<file path="config.mk">
export PLATFORM = sky130hd
export DESIGN_NAME = deserializer
export DESIGN_NICKNAME = d
export VERILOG_FILES = /design/src/rtl/deserializer_pkg.sv /design/src/rtl/deserializer.sv
export SDC_FILE = /design/constraint.sdc
export NUM_CORES = 1
export LEC_CHECK = 0
export ABC_CLOCK_PERIOD_IN_PS = 2000
export CORE_UTILIZATION = 55
export DETAILED_ROUTE_END_ITERATION = 6
export PLACE_DENSITY = 0.89
export SYNTH_ARGS = -nofsm -noshare
export SYNTH_HDL_FRONTEND = slang
export SYNTH_SLANG_ARGS = --single-unit
</file>
<file path="constraint.sdc">
create_clock -name clk_i -period 2 [get_ports clk_i]
set_input_delay 0.2 -clock clk_i [delete_from_list [all_inputs] [get_ports clk_i]]
set_output_delay 0.2 -clock clk_i [all_outputs]
set_load 0.005 [all_outputs]
</file>
<file path="src/rtl/deserializer_pkg.sv">
// Shared types and constants for the serial-link receive path.
package deserializer_pkg;

  typedef enum logic {
    IDLE_S,
    RECV_S
  } state_t;

  // Frames shorter than this are discarded; matches the serializer's modifier ignore rule.
  localparam int unsigned MIN_FRAME_LEN = 3;

endpackage

</file>
<file path="src/rtl/deserializer.sv">
// Rebuilds a left-aligned parallel word plus bit-count modifier from an
// MSB-first serial stream; frames end on valid drop or after a full bus width.
module deserializer
  import deserializer_pkg::*;
#(
  parameter int DATA_BUS_WIDTH = 16,
  parameter int DATA_MOD_WIDTH = $clog2(DATA_BUS_WIDTH)
) (
  input  logic                      clk_i,
  input  logic                      rst_ni,
  input  logic                      ser_data_i,
  input  logic                      ser_data_val_i,
  output logic [DATA_BUS_WIDTH-1:0] data_o,
  output logic [DATA_MOD_WIDTH-1:0] data_mod_o,
  output logic                      data_val_o,
  output logic                      drop_o,
  output logic                      busy_o
);

  localparam int W     = DATA_BUS_WIDTH;
  localparam int IDX_W = $clog2(W);
  localparam int CNT_W = $clog2(W) + 1;

  state_t                    state_q, state_d;
  logic [CNT_W-1:0]          cnt_q, cnt_d;
  logic [W-1:0]              shreg_q, shreg_d;
  logic [W-1:0]              data_q, data_d;
  logic [DATA_MOD_WIDTH-1:0] mod_q, mod_d;
  logic                      val_q, val_d;
  logic                      drop_q, drop_d;
  logic [IDX_W-1:0]          pos;

  // In RECV cnt is always below W, so the low bits address the next free slot.
  assign pos = IDX_W'(W - 1) - cnt_q[IDX_W-1:0];

  always_comb begin
    state_d = state_q;
    cnt_d   = cnt_q;
    shreg_d = shreg_q;
    data_d  = data_q;
    mod_d   = mod_q;
    val_d   = 1'b0;
    drop_d  = 1'b0;
    case (state_q)
      IDLE_S: begin
        if (ser_data_val_i) begin
          shreg_d        = '0;
          shreg_d[W-1]   = ser_data_i;
          cnt_d          = CNT_W'(1);
          state_d        = RECV_S;
        end
      end
      RECV_S: begin
        if (ser_data_val_i) begin
          shreg_d[pos] = ser_data_i;
          cnt_d        = cnt_q + CNT_W'(1);
          if (cnt_q == CNT_W'(W - 1)) begin
            data_d  = shreg_d;
            mod_d   = '0;
            val_d   = 1'b1;
            cnt_d   = '0;
            state_d = IDLE_S;
          end
        end else begin
          if (cnt_q >= CNT_W'(MIN_FRAME_LEN)) begin
            data_d = shreg_q;
            mod_d  = DATA_MOD_WIDTH'(cnt_q);
            val_d  = 1'b1;
          end else begin
            drop_d = 1'b1;
          end
          cnt_d   = '0;
          state_d = IDLE_S;
        end
      end
      default: state_d = IDLE_S;
    endcase
  end

  always_ff @(posedge clk_i or negedge rst_ni) begin
    if (!rst_ni) begin
      state_q <= IDLE_S;
      cnt_q   <= '0;
      shreg_q <= '0;
      data_q  <= '0;
      mod_q   <= '0;
      val_q   <= 1'b0;
      drop_q  <= 1'b0;
    end else begin
      state_q <= state_d;
      cnt_q   <= cnt_d;
      shreg_q <= shreg_d;
      data_q  <= data_d;
      mod_q   <= mod_d;
      val_q   <= val_d;
      drop_q  <= drop_d;
    end
  end

  assign data_o     = data_q;
  assign data_mod_o = mod_q;
  assign data_val_o = val_q;
  assign drop_o     = drop_q;
  assign busy_o     = (state_q == RECV_S);

endmodule

</file>
==> summary.md, run 1 <==
| Metric | Value |
|---|---|
| RSZ-0062 raised after global routing | false |
| CTS root buf | clkbuf_8 |
| Clock Skew | approximately 0.0074 ns |
| Antenna Nets Post-Route | 0 |
| DP Wirelength | about 3.7 mm |
| WL final | approximately 5 mm |
| Sequential power share | slightly below 50% |
| Top post-synthesis cells by area | dfrtp_1, mux2_4, o21ai_0, a22o_1, nand2_1 |
| CP Data Required Time | 2.20 ns |
| Clk sinks | 44 |
| DRT Pass-1 Iters | 4 |
| Final non-filler cell total | a little over 300 |
| Die Area | 4500 µm² |
| First-pass GRT wire length | ~9 mm |
| Total design power | 0.002265 W |
| Area growth from synthesis to layout | 22.45% |
| DR DRC count | 0 |
| Worst-path fanout max | 11 |
| Via density per instance | around 5.9 |
| Placeable Area | between 4000 and 5000 µm² |
| Total number of vias | between 1500 and 2000 |
| Synth top area share | between 40 and 50% |
| Worst Setup Start Kind | register |
| Mapped Cells | 218 |
| Reg clk slew, reported paths | around 0.08 ns |
| Number of library cell types mapped by synthesis | 37 |
| H-tree level count | 2 |
| # IOs | 27 |
| FF-to-FF End | data_o[13] |
| Synth area leader | dfrtp_1 |
| Sequential element share of the synthesized area | 47.26% |
| Internal | between 0.0015 and 0.002 W |
| Post-synth ARST share | between 90% and 100% |
| Initial antenna violation count | 0 |
| Outcome | finished, final reports clean |
| Share of layout cells above drive strength 1 | between 20% and 30% |
| Sequential cell area | approximately 1100 µm² |
| Comb pwr share | between 20% and 30% |
| Worst Setup Path Type | register to register |
| Avg Inst Size Synth | around 11 µm² |
| Avg WL per Cell | 16.68 µm |
| Post-synth EDFFs | 0 |
| Fmax | around 540 MHz |
| Clk Latency, worst-skew pair | ~0.31 ns |
| Clk pwr share | between 20 and 30% |
| Min-delay worst type | primary input to asynchronous set/reset pin |
| Worst Max-Slew Pin Slew | around 0.37 ns |
| CTS tree | yes |
| Die width | about 67 µm |
| Net Count, Synth | 227 |
| Final TNS setup | 0 ns |
| Fill cells | ~320 |
| Port bufs | 26 |
| First DRT Iteration DRCs | 141 |
| Netlist Area Pre-Place | between 2000 and 2500 µm² |
| Sw Share | about 28% |
| Worst Setup End Kind | register |
| Largest net degree at the start of global routing | 45 |
| Worst reg2reg setup slack | 0.13 ns |
| Period utilization | 93.44% |
| Synth Flop Type | dfrtp_1 |
| R2R cell count | 6 |
| Post-synth top cells | dfrtp_1, o21ai_0, nand2_1 |
| Grt ovf | 0 |
| # diodes | 0 |
| RR Startpoint | cnt_q[1] |
| P_sw | roughly 0.00063 W |
| Gpl congestion | around 0.87 |
| Core Rows | 23 |
| Final Hold Vio Count | 0 |
| Count leader, synth | dfrtp_1 |
| FF+latch count, synth | 44 |
| Max Cap Violations | 0 |
| Arrival time at the worst endpoint | just over 2 ns |
| Setup violations, final | 0 |
| Final slew viol count | 0 |
| Gr usage total | between 20% and 30% |
| LEAKAGE | ~1.3 nW |
| Pwr/cell area | around 790 nW/µm² |
| Vias in the first global route | about 1900 |
| Initial Util | between 50% and 60% |
| Slew headroom | 75.01% |
| Yosys warning count | 0 |
| Die height | around 67 µm |
| Min cycle time layout | between 1.5 and 2 ns |
| Multi-input gate area | ~1100 µm² |
| Placed Instances | 300 |
| CTS Buffer Depth | 2 |
| Worst IR Drop VDD | between 0.0004 and 0.0005 V |
| TritonCTS buffer count | 5 |
| Nets | 267 |
-- cells by family after synthesis --
| family | share of synthesized area [%] |
|---|---|
| fa+ha+maj | 2.685 |
| mux | 13.37 |
| compound gates | 19.76 |
| flops | 47.26 |
| xor+xnor | 0.7520 |
| buf+inv | 4.940 |
| simple gates | 11.22 |
-- layer usage --
layer  part of all wire, %  wire, µm  GRT usage, %  vias up
met5                     0         0             0        -
li1                      -         -             -      856
met2                    50      2566         44.38       55
met4                   2.0       103         14.63        0
met3                   4.4       229         4.452        9
met1                    44      2254         32.32      905
-- sequential cells by signal (all words and copies together), names as in the netlist --
name,cells
data_val_o,1
drop_o,1
data_o,16
data_mod_o,4
cnt_q,5
shreg_q,16
busy_o,1
-- what timing repair did --
item | CTS | global route
resized for setup | 0 | 1
buffers inserted | 0 | 0
setup endpoints to repair | 0 | 1
endpoints found under the hold margin | 44 | 0
hold buffers | 1 | 0
-- cell usage in the layout (no fill, tap or decap), types with 5 or more instances in the layout --
master	count
a22o_1	13
buf_4	15
clkbuf_8	6
clkdlybuf4s50_1	25
dfrtp_1	44
inv_1	11
mux2_2	5
mux2_4	17
nand2_1	18
nand3_1	7
nor2b_1	5
nor3_1	6
o21ai_0	38
-- final cells by class --
type	instances	area share [%]
multi-input cells	150	39.12
flip-flops and latches	44	38.60
clock buffers	8	3.158
inverters	12	1.579
well taps	50	2.193
repair buffers	45	15.35
-- worst max path at each step --
| stage | startpoint | endpoint | slack (ns) |
|---|---|---|---|
| 6_report | cnt_q[1] | data_o[13] | 0.13 |
| 4_1_cts | cnt_q[1] | data_o[15] | 0.11 |
| 3_3_place_gp | ser_data_val_i | data_o[10] | 0.12 |
| 2_1_floorplan | cnt_q[1] | data_mod_o[2] | 0.28 |
| 5_1_grt | cnt_q[1] | data_o[15] | 0.03 |
| 3_5_place_dp | ser_data_val_i | data_o[13] | 0.1 |
-- through the flow --
stage / hold WS, ns / utilization [%] / worst slack [ns] / instance area [µm²]
2_1_floorplan: -0.09559 / - / 0.2753 / 2330
6_report: 0.4030 / 70.81 / 0.1312 / 2853
5_1_grt: 0.4392 / 70.81 / 0.03207 / 2853
4_1_cts: 0.4094 / 70.75 / 0.1129 / 2850
3_5_place_dp: 0.1974 / 68.26 / 0.09529 / 2750
3_3_place_gp: 0.1921 / 68.26 / 0.1209 / 2750
-- critical path, stage by stage (launching register included) --
cell      delay (ns)
dfrtp_1         0.47
ha_1            0.22
nand4b_1        0.18
and2_4          0.23
nand3b_4        0.18
buf_12          0.17
mux2_4          0.30
-- power by group through the flow --
stage | sequential (W) | combinational (W) | clock, W
finish | 0.00109 | 0.000589 | 0.000584
CTS | 0.00109 | 0.000591 | 0.000592
floorplan | 0.00109 | 0.000313 | 0
global placement | 0.00110 | 0.000567 | 0
detailed placement | 0.00110 | 0.000587 | 0
global route | 0.00111 | 0.000643 | 0.000629
Power figures use the tool's default switching activity.
==> run 2: changes to the inputs <==
--- a/config.mk
+++ b/config.mk
@@ -7,8 +7,10 @@
 export LEC_CHECK = 0
 export ABC_CLOCK_PERIOD_IN_PS = 2000
 export CORE_UTILIZATION = 55
+export CTS_CLUSTER_DIAMETER = 40
 export DETAILED_ROUTE_END_ITERATION = 6
 export PLACE_DENSITY = 0.89
+export SKIP_LAST_GASP = 1
 export SYNTH_ARGS = -nofsm -noshare
 export SYNTH_HDL_FRONTEND = slang
 export SYNTH_SLANG_ARGS = --single-unit
==> results of run 2 <==
Final layout, timing and power as in run 1 (identical DEF).
==> run 3: changes to the inputs <==
--- a/config.mk
+++ b/config.mk
@@ -5,11 +5,13 @@
 export SDC_FILE = /design/constraint.sdc
 export NUM_CORES = 1
 export LEC_CHECK = 0
+export ABC_AREA = 1
 export ABC_CLOCK_PERIOD_IN_PS = 2000
-export CORE_UTILIZATION = 55
+export CORE_UTILIZATION = 56
 export CTS_CLUSTER_DIAMETER = 40
+export CTS_CLUSTER_SIZE = 25
 export DETAILED_ROUTE_END_ITERATION = 6
-export PLACE_DENSITY = 0.89
+export PLACE_DENSITY = 0.9
 export SKIP_LAST_GASP = 1
 export SYNTH_ARGS = -nofsm -noshare
 export SYNTH_HDL_FRONTEND = slang
==> run 3 against run 2 <==
Count of clock-buffer cells in the layout down 2. Non-clock buffer count down 9. Total power down 11%. Core utilization down 1.9 points. Area after synthesis up 3.0%. Via count up 18%. Sequential share of layout area up 0.79 points. Critical endpoint is now data_o[10]. Highest routed layer unchanged.
==> summary.md, run 3 <==
| Metric | Value |
|---|---|
| Most common cell after layout, fill and taps aside | nand2_1 |
| Critical path cell sequence | ha_1 > inv_1 > nand2_1 > nor2_1 > nor2_2 > nand2_1 > buf_4 > nand2_1 > nand2_1 |
| R2R cell count | 9 (+3) |
| Min-delay worst type | register to register |
| Die height | 67.45 µm (+0.54%) |
| Post-synth EDFFs | 0 (unchanged) |
| Worst Setup Path Type | register to register |
| TritonCTS buffer count | 5 (unchanged) |
| P_sw | 0.0005615 W (-10%) |
| CTS root buf | clkbuf_8 |
| Clock Skew | 0.005112 ns (-0.002245 ns) |
| Final TNS setup | 0 ns (unchanged) |
| DRT Pass-1 Iters | 4 (unchanged) |
| Crit path max-delay family | simple AND/OR/NAND/NOR gates |
| Comb pwr share | 17.8% (-8.2 points) |
| First-pass GRT wire length | 8.700 mm (-0.64%) |
| Share of layout cells above drive strength 1 | 7.803% (-12 points) |
| Hold WS | 0.4769 ns (+0.07385 ns) |
| Final slew viol count | 0 (unchanged) |
| Slowest stage cell on the critical path | dfrtp_1 |
| FF-to-FF End | data_o[10] |
| Sequential element share of the synthesized area | 45.91% (-1.4 points) |
| Clk sinks | 44 (unchanged) |
| Min-delay src | data_mod_o[0] |
| FF+latch count, synth | 44 (unchanged) |
| Avg Inst Size Synth | 7.495 µm² (-30%) |
| Mapped Cells | 320 (+47%) |
| CTS Buffer Depth | 2 (unchanged) |
| Initial Util | 59.11% (+1.3 points) |
| H-tree level count | 2 (unchanged) |
| Worst reg2reg setup slack | 0.25 ns (+0.12 ns) |
| Period utilization | 87.57% (-5.9 points) |
| Synth area leader | dfrtp_1 |
| Internal | 0.001463 W (-11%) |
| Pwr/cell area | 724.2 nW/µm² (-8.8%) |
| Worst Setup Start Kind | register |
| Largest net degree at the start of global routing | 45 (unchanged) |
| Worst IR Drop VDD | 0.0005185 V (+5.1%) |
| Worst Max-Slew Pin Slew | 0.5363 ns (+0.1624 ns) |
| Count leader, synth | nand2_1 |
| Number of library cell types mapped by synthesis | 27 (-27%) |
| Gr usage total | 26.29% (-0.36 points) |
| WL final | 5.364 mm (+4.1%) |
| Die Area | 4549 µm² (+1.1%) |
| DP Wirelength | 3.641 mm (-0.67%) |
| Top post-synthesis cells by area | dfrtp_1, nand2_1, nand3_1, o21ai_0, inv_1 |
| Port bufs | 26 (unchanged) |
| Clk Latency, worst-skew pair | 0.30 ns (about the same) |
| Nets | 354 (+33%) |
| Core Util, Final | 68.89% (-1.9 points) |
| Area growth from synthesis to layout | 16.54% |
| Worst Setup End Kind | register |
| Arrival time at the worst endpoint | 1.95 ns (-0.12 ns) |
| Net Count, Synth | 329 (+45%) |
| Antenna Nets Post-Route | 0 (unchanged) |
| # IOs | 27 (unchanged) |
| Vias in the first global route | 1935 (+3.2%) |
| Netlist Area Pre-Place | 2399 µm² (+3.0%) |
| Synth Flop Type | dfrtp_1 |
| Worst-path fanout max | 10 (-1) |
| Grt ovf | 0 (unchanged) |
| Final Hold Vio Count | 0 (unchanged) |
| Slew headroom | 64.02% (-11 points) |
| Via density per instance | 5.419 (-8.2%) |
| Sequential power share | 48.7% (+0.5 points) |
| LEAKAGE | 1.433 nW (+7.6%) |
| Max Cap Violations | 0 (unchanged) |
| CP Data Required Time | 2.19 ns (about the same) |
| Clk pwr share | 33.5% (+7.7 points) |
| Post-CTS setup-driven buffer insertion count | 0 (unchanged) |
| Buf/Inv on CP | 2 (+1) |
| Sw Share | 27.74% (+0.13 points) |
| Synth top area share | 45.91% (-1.4 points) |
| Yosys warning count | 0 (unchanged) |
| Setup violations, final | 0 (unchanged) |
| Hold Path Cell Cnt | 2 |
| Die width | 67.45 µm (+0.54%) |
| First DRT Iteration DRCs | 135 (-4.3%) |
| Placeable Area | 4058 µm² (+0.71%) |
| Max incr delay on CP | 0.46 ns (about the same) |
| RR Startpoint | cnt_q[0] |
| Reg clk slew, reported paths | 0.08 ns (about the same) |
| Most frequent CP cell | nand2_1 |
| Post-synth ARST share | 100.0% (unchanged) |
| Post-synth top cells | nand2_1, dfrtp_1, nand3_1 |
| Fmax | 571.0 MHz (+6.7%) |
| Core Rows | 23 (unchanged) |
| Initial antenna violation count | 0 (unchanged) |
| CTS tree | yes |
| Avg WL per Cell | 13.55 µm (-19%) |
| Min cycle time layout | 1.751 ns (-0.1174 ns) |
| Most frequent cells in the layout | nand2_1, dfrtp_1, nand3_1 |
| # diodes | 0 (unchanged) |
| RSZ-0062 raised after global routing | false |
| Total number of vias | 2146 (+18%) |
| Gpl congestion | 0.9241 (+6.6%) |
| Hold Path End | data_mod_o[0] |
| DR DRC count | 0 (unchanged) |
| Outcome | finished, final reports clean |
[run 3: cell types whose count changed in the layout (fill, tap and decap cells not counted), sizes merged, moves of 3 or more]
cell and delta:
a22o -13, o21a -3, nor3 -5, nor2b -5, o21ai -18, nand2 +118, nand3 +32, inv +13
nor2 +9, mux2 -22, buf -9, o22ai -3, o2bb2ai -3, nand4 +9
[run 3: repair_timing]
item,CTS,global route
resized for setup,0,0
hold endpoints to repair,44,0
hold buffers,1,0
[run 3: area by class of cell]
type / instances / area (µm²)
Clock buffer: 6 / 72.57
Clock inverter: 2 / 35.03
Fill cell: 340 / 1262
Inverter: 26 / 97.59
Multi-Input combinational cell: 232 / 1094
Sequential cell: 44 / 1101
Tap cell: 50 / 62.56
Timing Repair Buffer: 36 / 332.8
[run 3: cells by family after synthesis]
family	share of synthesized area (%)
and+or+nand+nor	36.83
AOI/OAI and AO/OA	5.791
buffers and inverters	8.502
DFF	45.91
xor gates and xnor gates	0.3652
adders and majority gates	2.608
[run 3: worst min-delay path, stage by stage, from the launching register on]
cell	delay, ns
dfrtp_1	0.35
nand2_1	0.05
nand2_1	0.05
[run 3: power groups by stage]
stage	Sequential (W)	Combinational (W)	Clock, W
floorplan	0.000996	0.000211	0
global placement	0.000999	0.000346	0
detailed placement	0.00100	0.000355	0
CTS	0.000986	0.000360	0.000691
global route	0.000993	0.000401	0.000721
finish	0.000985	0.000360	0.000679
[run 3: metal layers]
metal	up-vias	routed length, µm	GRT usage [%]
met1	1005	2436	34.23
met2	65	2562	42.25
met5	-	0	0
li1	1065	-	-
met4	0	95	11.44
met3	11	269	5.236
[run 3: stage by stage]
step / total power, W / setup slack (ns) / cell area [µm²] / instances
floorplan: 0.001206 / 0.5493 / 2399 / 320
global placement: 0.001345 / 0.2915 / 2678 / 387
detailed placement: 0.001358 / 0.2552 / 2678 / 387
CTS: 0.002037 / 0.2620 / 2795 / 396
global route: 0.002115 / 0.06606 / 2795 / 396
finish: 0.002024 / 0.2485 / 2795 / 396
[run 3: worst max-delay path by stage]
stage	start	endpoint	slack, ns	cells after the start
global placement	ser_data_val_i	data_o[0]	0.29	7
finish	cnt_q[0]	data_o[10]	0.25	9
CTS	cnt_q[0]	data_o[0]	0.26	7
detailed placement	ser_data_val_i	data_o[0]	0.26	7
global route	cnt_q[0]	data_o[11]	0.07	7
floorplan	cnt_q[0]	data_o[0]	0.55	7
